<file path="src/rtl/sysbus_io_bridge_if.sv">
// sysbus_io_bridge_if: core request/response and IO slave handshake signals
interface sysbus_io_bridge_if;
  logic        cpu_req_valid;
  logic        cpu_req_write;
  logic [31:0] cpu_req_addr;
  logic [31:0] cpu_req_data;
  logic        cpu_req_ready;
  logic        cpu_resp_valid;
  logic [31:0] cpu_resp_data;
  logic        cpu_resp_err;
  logic        sysbus_o_io_valid;
  logic        sysbus_o_io_write;
  logic [31:0] sysbus_o_io_addr;
  logic [31:0] sysbus_o_io_data;
  logic        sysbus_i_io_ready;
  logic [31:0] sysbus_i_io_data;
  modport slave (
    input  cpu_req_valid, cpu_req_write, cpu_req_addr, cpu_req_data,
    output cpu_req_ready, cpu_resp_valid, cpu_resp_data, cpu_resp_err,
    output sysbus_o_io_valid, sysbus_o_io_write, sysbus_o_io_addr, sysbus_o_io_data,
    input  sysbus_i_io_ready, sysbus_i_io_data
  );
  modport master (
    output cpu_req_valid, cpu_req_write, cpu_req_addr, cpu_req_data,
    input  cpu_req_ready, cpu_resp_valid, cpu_resp_data, cpu_resp_err,
    input  sysbus_o_io_valid, sysbus_o_io_write, sysbus_o_io_addr, sysbus_o_io_data,
    output sysbus_i_io_ready, sysbus_i_io_data
  );
endinterface

</file>
<file path="src/rtl/sysbus_io_bridge.sv">
// sysbus_io_bridge: decodes single core requests into the IO window and runs the IO slave handshake
module sysbus_io_bridge #(
  parameter logic [31:0] IO_BASE   = 32'hfe000000,
  parameter logic [31:0] IO_MASK   = 32'hff000000,
  parameter int          TIMEOUT   = 1024,
  parameter int          TIMEOUT_W = 16
) (
  input logic clk,
  input logic rst,
  sysbus_io_bridge_if.slave bus
);
  typedef enum logic [1:0] {IDLE, REQ, DRAIN} state_t;
  localparam logic [TIMEOUT_W-1:0] LAST = TIMEOUT_W'(TIMEOUT - 1);
  state_t state, state_n;
  logic [TIMEOUT_W-1:0] cnt, cnt_n;
  logic io_valid_n, io_write_n, resp_valid_n, resp_err_n, hit;
  logic [31:0] io_addr_n, io_data_n, resp_data_n;
  assign bus.cpu_req_ready = state == IDLE && !bus.sysbus_i_io_ready && !rst;
  assign hit = (bus.cpu_req_addr & IO_MASK) == IO_BASE && bus.cpu_req_addr[1:0] == 2'b00;
  // next state, IO request registers and one-cycle response pulse
  always_comb begin
    state_n = state;
    cnt_n = cnt;
    io_valid_n = bus.sysbus_o_io_valid;
    io_write_n = bus.sysbus_o_io_write;
    io_addr_n = bus.sysbus_o_io_addr;
    io_data_n = bus.sysbus_o_io_data;
    resp_valid_n = 1'b0;
    resp_err_n = 1'b0;
    resp_data_n = '0;
    case (state)
      IDLE: if (bus.cpu_req_valid && bus.cpu_req_ready) begin
        if (!hit) begin
          resp_valid_n = 1'b1;
          resp_err_n = 1'b1;
        end else begin
          state_n = REQ;
          cnt_n = '0;
          io_valid_n = 1'b1;
          io_write_n = bus.cpu_req_write;
          io_addr_n = bus.cpu_req_addr;
          io_data_n = bus.cpu_req_write ? bus.cpu_req_data : 32'h0;
        end
      end
      REQ: if (bus.sysbus_i_io_ready) begin
        state_n = DRAIN;
        io_valid_n = 1'b0;
        resp_valid_n = 1'b1;
        resp_data_n = bus.sysbus_o_io_write ? 32'h0 : bus.sysbus_i_io_data;
      end else if (cnt == LAST) begin
        state_n = DRAIN;
        io_valid_n = 1'b0;
        resp_valid_n = 1'b1;
        resp_err_n = 1'b1;
      end else begin
        cnt_n = cnt + TIMEOUT_W'(1);
      end
      DRAIN: state_n = bus.sysbus_i_io_ready ? DRAIN : IDLE;
      default: state_n = IDLE;
    endcase
  end
  // state and output registers; reset aborts any request in flight without a response
  always_ff @(posedge clk) begin
    if (rst) begin
      state <= IDLE;
      cnt <= '0;
      bus.sysbus_o_io_valid <= 1'b0;
      bus.sysbus_o_io_write <= 1'b0;
      bus.sysbus_o_io_addr <= '0;
      bus.sysbus_o_io_data <= '0;
      bus.cpu_resp_valid <= 1'b0;
      bus.cpu_resp_err <= 1'b0;
      bus.cpu_resp_data <= '0;
    end else begin
      state <= state_n;
      cnt <= cnt_n;
      bus.sysbus_o_io_valid <= io_valid_n;
      bus.sysbus_o_io_write <= io_write_n;
      bus.sysbus_o_io_addr <= io_addr_n;
      bus.sysbus_o_io_data <= io_data_n;
      bus.cpu_resp_valid <= resp_valid_n;
      bus.cpu_resp_err <= resp_err_n;
      bus.cpu_resp_data <= resp_data_n;
    end
  end
endmodule

</file>
<file path="src/flat_wrapper.sv">
// flat-port wrapper written by rule: the top's interface ports become plain ports
module sysbus_io_bridge_flat 
#(
  parameter logic [31:0] IO_BASE   = 32'hfe000000,
  parameter logic [31:0] IO_MASK   = 32'hff000000,
  parameter int          TIMEOUT   = 1024,
  parameter int          TIMEOUT_W = 16
)
  (clk, rst, bus_cpu_req_valid, bus_cpu_req_write, bus_cpu_req_addr, bus_cpu_req_data, bus_cpu_req_ready, bus_cpu_resp_valid, bus_cpu_resp_data, bus_cpu_resp_err, bus_sysbus_o_io_valid, bus_sysbus_o_io_write, bus_sysbus_o_io_addr, bus_sysbus_o_io_data, bus_sysbus_i_io_ready, bus_sysbus_i_io_data);
  sysbus_io_bridge_if bus_i ();
  input logic clk;
  input logic rst;
  input wire logic [$bits(bus_i.cpu_req_valid)-1:0] bus_cpu_req_valid;
  input wire logic [$bits(bus_i.cpu_req_write)-1:0] bus_cpu_req_write;
  input wire logic [$bits(bus_i.cpu_req_addr)-1:0] bus_cpu_req_addr;
  input wire logic [$bits(bus_i.cpu_req_data)-1:0] bus_cpu_req_data;
  output wire logic [$bits(bus_i.cpu_req_ready)-1:0] bus_cpu_req_ready;
  output wire logic [$bits(bus_i.cpu_resp_valid)-1:0] bus_cpu_resp_valid;
  output wire logic [$bits(bus_i.cpu_resp_data)-1:0] bus_cpu_resp_data;
  output wire logic [$bits(bus_i.cpu_resp_err)-1:0] bus_cpu_resp_err;
  output wire logic [$bits(bus_i.sysbus_o_io_valid)-1:0] bus_sysbus_o_io_valid;
  output wire logic [$bits(bus_i.sysbus_o_io_write)-1:0] bus_sysbus_o_io_write;
  output wire logic [$bits(bus_i.sysbus_o_io_addr)-1:0] bus_sysbus_o_io_addr;
  output wire logic [$bits(bus_i.sysbus_o_io_data)-1:0] bus_sysbus_o_io_data;
  input wire logic [$bits(bus_i.sysbus_i_io_ready)-1:0] bus_sysbus_i_io_ready;
  input wire logic [$bits(bus_i.sysbus_i_io_data)-1:0] bus_sysbus_i_io_data;
  assign bus_i.cpu_req_valid = bus_cpu_req_valid;
  assign bus_i.cpu_req_write = bus_cpu_req_write;
  assign bus_i.cpu_req_addr = bus_cpu_req_addr;
  assign bus_i.cpu_req_data = bus_cpu_req_data;
  assign bus_cpu_req_ready = bus_i.cpu_req_ready;
  assign bus_cpu_resp_valid = bus_i.cpu_resp_valid;
  assign bus_cpu_resp_data = bus_i.cpu_resp_data;
  assign bus_cpu_resp_err = bus_i.cpu_resp_err;
  assign bus_sysbus_o_io_valid = bus_i.sysbus_o_io_valid;
  assign bus_sysbus_o_io_write = bus_i.sysbus_o_io_write;
  assign bus_sysbus_o_io_addr = bus_i.sysbus_o_io_addr;
  assign bus_sysbus_o_io_data = bus_i.sysbus_o_io_data;
  assign bus_i.sysbus_i_io_ready = bus_sysbus_i_io_ready;
  assign bus_i.sysbus_i_io_data = bus_sysbus_i_io_data;
  sysbus_io_bridge #(.IO_BASE(IO_BASE), .IO_MASK(IO_MASK), .TIMEOUT(TIMEOUT), .TIMEOUT_W(TIMEOUT_W)) u_core (.clk(clk), .rst(rst), .bus(bus_i));
endmodule
</file>
<file path="config.mk">
export PLATFORM = sky130hd
export DESIGN_NAME = sysbus_io_bridge_flat
export DESIGN_NICKNAME = d
export VERILOG_FILES = /design/src/rtl/sysbus_io_bridge_if.sv /design/src/rtl/sysbus_io_bridge.sv /design/src/flat_wrapper.sv
export SDC_FILE = /design/constraint.sdc
export NUM_CORES = 1
export LEC_CHECK = 0
export BUFFER_PORTS_ARGS = -buffer_cell sky130_fd_sc_hd__buf_2
export CORE_ASPECT_RATIO = 1.25
export CORE_MARGIN = 3
export CORE_UTILIZATION = 49
export CTS_BUF_LIST = sky130_fd_sc_hd__clkbuf_16
export CTS_CLUSTER_SIZE = 10
export DETAILED_ROUTE_END_ITERATION = 12
export GPL_TIMING_DRIVEN = 0
export HOLD_SLACK_MARGIN = 0.06
export PLACE_DENSITY_LB_ADDON = 0.3
export REMOVE_ABC_BUFFERS = 1
export SYNTH_ARGS = -nofsm -noshare
export SYNTH_HDL_FRONTEND = slang
export SYNTH_SLANG_ARGS = --single-unit
</file>
<file path="constraint.sdc">
create_clock -name clk -period 4.5 [get_ports clk]
set_input_delay 0.45 -clock clk [delete_from_list [all_inputs] [get_ports clk]]
set_output_delay 0.45 -clock clk [all_outputs]
set_load 0.01 [all_outputs]
</file>
-- After elaboration in Yosys (flattened, before gate mapping)
Index checks and enable logic that the tools add are counted.
- word-level logic and storage cells: 59
- register bits after elaboration: 118
- input port bits: 101
- output and inout bits: 101
- reduce and logical (&&, ||, !) cells: 14
- bitwise logic cells: 2
- equal/unequal tests: 9
- multiplexer cells: 24
- add/subtract/negate cells: 1
- operators with widths (operator ; count):
    $mux 16 ; 4
    $mux 32 ; 1
    $pmux 16 s2 ; 1
    $add 16x1->16 const B ; 1
    $eq 16x10->1 const B ; 1
    $mux 2 ; 5
    $mux 1 ; 9
    $eq 8x8->1 const B ; 1
    $ne 2x2->1 const B ; 3
    $pmux 1 s2 ; 3
    $pmux 2 s3 ; 1
    $reduce_and 3->1 ; 2
    $reduce_and 5->1 ; 1
    $logic_and 1x1->1 ; 4
    $logic_not 2->1 ; 2
    $reduce_and 4->1 ; 1
    $reduce_or 4->1 ; 1
    $ne 3x2->1 const B ; 1
    $eq 2x1->1 const B ; 1
    $eq 2x2->1 const B ; 1
    $logic_not 1->1 ; 2
    $ne 2x1->1 const B ; 1
    $not 1->1 ; 2
    $reduce_bool 2->1 ; 1

-- Longest topological paths before layout
- word-level depth: 6
- depth in mapped cells: 8
- mapped depth without buffers: 6

-- Worst setup path before layout
OpenSTA, ideal clock, no wires.
- path kind: input to register
- from: input port rst
- to: register u_core.cnt[15]
- data arrival time: 1.828 ns
- stages: 6
- setup slack: 2.602 ns
- data required time: 4.430 ns
- library setup time: 0.070 ns
- buffers on the path: 1
- path through: buf_2 > nor4_4 > nand2_2 > a2bb2oi_2 > or4_1 > a21boi_1
- cells in the longest elaborated chain, start to end: 5
- ends and longest elaborated chain (element ; RTL line ; text):
    from (decl) ; flat_wrapper.sv:12 ; input logic rst;
    $logic_not 1->1 ; sysbus_io_bridge.sv:18 ; assign bus.cpu_req_ready = state == IDLE && !bus.sysbus_i_io_ready && !rst;
    $logic_and 1x1->1 ; sysbus_io_bridge.sv:18 ;
    net bus_cpu_req_ready ; flat_wrapper.sv:17 ; output wire logic [$bits(bus_i.cpu_req_ready)-1:0] bus_cpu_req_ready;
    $logic_and 1x1->1 ; sysbus_io_bridge.sv:32 ; IDLE: if (bus.cpu_req_valid && bus.cpu_req_ready) begin
    $ne 2x2->1 (no line) ; - ;
    $reduce_and 5->1 (no line) ; - ;
    to (signal assigned) ; sysbus_io_bridge.sv:76 ; cnt <= cnt_n;
    to (decl) ; sysbus_io_bridge.sv:15 ; logic [TIMEOUT_W-1:0] cnt, cnt_n;
The timed path passes the listed nets, and every way through them passes these cells.
A chain may end at the register's enable or synchronous reset.

-- Final worst setup path
- from: input port rst
- to: register u_core.bus.sysbus_o_io_addr[3]
- cells in the longest elaborated chain, start to end: 4
- ends and longest elaborated chain (element ; RTL line ; text):
    $logic_not 1->1 ; sysbus_io_bridge.sv:18 ;
    $logic_and 1x1->1 ; sysbus_io_bridge.sv:18 ;
    $logic_and 1x1->1 ; sysbus_io_bridge.sv:32 ;
    $reduce_and 3->1 (no line) ; - ;
    to (signal assigned) ; sysbus_io_bridge.sv:79 ; bus.sysbus_o_io_addr <= io_addr_n;
    to (decl) ; sysbus_io_bridge_if.sv:20 ; output sysbus_o_io_valid, sysbus_o_io_write, sysbus_o_io_addr, sysbus_o_io_data,
Parallel ways exist; a longest one is shown, timed or not.

==> results by group <==
Timing
  • Final hold viol count: 0
  • Setup TNS: 0 ns
  • Tmin final: 2.66 ns
  • # setup viols final: 0
  • Worst slew margin: approximately an eighth
  • Highest clock rate: between 0.3 and 0.4 GHz
  • Final cycle utilization of the critical path: 59.2%
  • Hold WS: approximately 0.24 ns
  • Pins Over Slew Limit: 0
  • Max Clock Skew: 0.00459 ns
  • Worst Tran Pin Value: around 1.3 ns
  • Unrepaired setup endpoints after global routing: false

Synth
  • Async set-reset flop share out of synthesis: 0%
  • Syn. warnings: 0
  • Commonest register cell after synthesis: dfxtp_1
  • Distinct cells, synth: 41
  • Post-synth EDFFs: 0
  • Mean Syn Cell Area: about 9 um2
  • Synth Register Bits: between 100 and 150
  • Cell area after synthesis: 4180 um2
  • Synthesized instance count: approximately 470
  • Register area share after synthesis: a little under three fifths

Global route
  • First-pass GRT wire length: between 15000 and 20000 um
  • Number of global-route vias before repair: ~3600
  • Remaining global-route overflow: 0
  • Total track usage: around 22%
  • Initial antenna violation count: 0
  • Largest net degree at the start of global routing: 74

Hold path
  • Hold Path Sink: u_core.bus.cpu_resp_data[28]
  • Hold path cells: 2
  • Hold/Removal Path Class: input pin to flop
  • Hold Path Origin: bus_sysbus_i_io_data[28]

Finish
  • Most common cell after layout, fill and taps aside: buf_2
  • Fin nets: approximately 770
  • Highest-count cells in the layout ignoring fill and taps: buf_2 (201), dfxtp_1 (118), nand2_1 (87), a21oi_1 (66), nand3_1 (39)
  • Area Overhead vs Synth: 39.6%
  • Final cell count without fillers: between 700 and 800
  • Antenna cells: 0
  • Layout cells sized above 1: a little over a third

Setup path
  • CP Capture Type: flop
  • CP max-delay cell: nand4_1
  • Reg2reg path depth: 6
  • Worst Path Arrival: between 2 and 3 ns
  • Worst Path Max Fanout: between 70 and 80
  • Worst-path cell chain: buf_2 > nor4_4 > nand4_1 > buf_8 > buf_16 > nand2_1 > a21oi_1
  • Critical Path Source Type: input pin
  • Worst reg-to-reg setup slack: roughly 2.1 ns
  • Slowest stage delay, CP: between 0.7 and 0.8 ns
  • Required @ worst endpoint: approximately 4.7 ns
  • Delay-heaviest family, CP: simple AND/OR/NAND/NOR gates
  • RR Startpoint: u_core.state[1]
  • Crit Reg-Reg Endpoint: u_core.bus.sysbus_o_io_addr[3]
  • Buf/Inv on CP: 3
  • Setup Crit Path Kind: input pin to flop

Placed design
  • Detail Placement HPWL: a little under 8000 um
  • Post-Place Cells: around 740
  • GPL Wtd Cong: 0.887
  • Buffers on Ports: between 200 and 250

Floorplanning
  • FP Rows: 37
  • Starting density of the core: 50.4%
  • DIE HEIGHT: 109 um
  • Die width: slightly below 90 um
  • CORE AREA: roughly 8300 um2
  • IO Count: between 200 and 250
  • Full die area: roughly 9700 um2

Routing
  • 1st-iter DRT viols: between 200 and 250
  • First-pass DRT Iterations: 4
  • Routed len/inst: 14.0 um
  • Remaining routing DRC violations: 0
  • Vias: 4007
  • DRT antenna net count: 0
  • Avg Vias per Cell: 5.18
  • Post-Route WL: ~11000 um

Power
  • PwrDens: approximately 420 nW/um2
  • Leakage power: roughly 2.6 nW
  • Peak VDD IR: between 0.0003 and 0.0004 V
  • Pwr Total: 0.00244 W

Clocking
  • Clk_lat worst skew: 0.40 ns
  • Post_cts resized: 0
  • CTS H-tree depth: 4
  • CTS root buf: clkbuf_16
  • Hold Buf Count CTS: 0
  • Clock Pin Slew Worst Setup and Hold Paths: around 0.050 ns
  • CTS tree: done
  • CTS Buffer Depth: 2
  • CTS Sinks: approximately 120
  • Num CTS Buffers: 17
  • Post-CTS Setup Inserts: 0

Status
  • Outcome: finished, final reports clean

Run
  • Max_cap viols: 0
layout make-up:
class,instances,area (um2)
timing repair buffer,204,1070
inverter,4,15.0
multi-input combinational,319,1680
sequential,118,2360
clock buffer,17,425
tap,97,121
clock inverter,15,163
fill,663,2450
routing by layer:
metal	track usage, %	up-vias	wire length, um
met3	7.79	18	1050
met5	0	-	0
li1	-	1995	-
met2	36.6	196	5320
met4	12.9	0	238
met1	25.2	1798	4260
cells in the mapped netlist (2+ instances only):
| cell | instances | area, um2 |
|---|---|---|
| xor2_1 | 2 | 17.5 |
| o21ai_1 | 6 | 30.0 |
| nand2b_1 | 2 | 12.5 |
| o31ai_1 | 4 | 30.0 |
| and3_1 | 5 | 31.3 |
| o22a_1 | 2 | 17.5 |
| a31oi_1 | 4 | 25.0 |
| nor3_1 | 3 | 15.0 |
| nor4_1 | 2 | 12.5 |
| nand3_1 | 39 | 195 |
| buf_2 | 7 | 35.0 |
| or4_1 | 4 | 30.0 |
| buf_4 | 2 | 15.0 |
| and2_1 | 33 | 206 |
| inv_1 | 4 | 15.0 |
| nand4_1 | 6 | 37.5 |
| nor2_1 | 26 | 97.6 |
| a21oi_1 | 66 | 330 |
| clkbuf_1 | 22 | 82.6 |
| dfxtp_1 | 118 | 2360 |
| nand2_1 | 87 | 327 |
| o21ai_0 | 4 | 20.0 |
| nor3b_1 | 3 | 22.5 |
| and4_1 | 4 | 35.0 |
worst register-to-register path: cells and delay by family (launching register included):
family / cells / cell delay [ns]
buffers and inverters: 2 / 0.61
flip-flops: 1 / 0.35
AND/OR/NAND/NOR: 3 / 1.19
AO/OA/AOI/OAI: 1 / 0.06
power by group:
group          total [W]  leakage (nW)  switching, W  internal (W)
logic          0.0000687          1.42     0.0000334     0.0000353
clock network    0.00132         0.277      0.000461      0.000861
registers        0.00105         0.950   0.000000182       0.00105
total            0.00244          2.64      0.000494       0.00194
state kept, by name, indices dropped and copies added (netlist names), 2 cells and up:
| register | count |
|---|---|
| u_core.state | 2 |
| u_core.bus.cpu_resp_data | 32 |
| u_core.bus.sysbus_o_io_data | 32 |
| u_core.cnt | 16 |
| u_core.bus.sysbus_o_io_addr | 32 |
through the flow:
stage               setup WS (ns)  utilization [%]  area [um2]
global route                 1.56             70.4        5830
finish                       1.84             70.4        5830
CTS                          1.84             70.3        5830
floorplan                    1.69                -        4050
global placement            0.200             62.4        5170
detailed placement           1.42             63.2        5240
how the worst max path moves through the flow:
| stage | startpoint | endpoint | slack [ns] | cells after the start |
|---|---|---|---|---|
| after floorplan | bus_sysbus_i_io_ready | u_core.bus.sysbus_o_io_addr[0] | 1.69 | 3 |
| after global placement | rst | u_core.bus.sysbus_o_io_addr[1] | 0.20 | 4 |
| after detailed placement | rst | u_core.bus.sysbus_o_io_data[18] | 1.42 | 7 |
| after CTS | rst | u_core.bus.sysbus_o_io_data[5] | 1.84 | 7 |
| after global routing | rst | u_core.bus.sysbus_o_io_addr[8] | 1.56 | 7 |
| final | rst | u_core.bus.sysbus_o_io_addr[3] | 1.84 | 7 |
logic make-up after synthesis:
family / synth area share (%)
compound gates: 12.2
xor+xnor: 0.419
fa+ha+maj: 0.299
buf+inv: 3.53
flops: 56.5
simple gates: 27.1
Power figures use the tool's default switching activity.
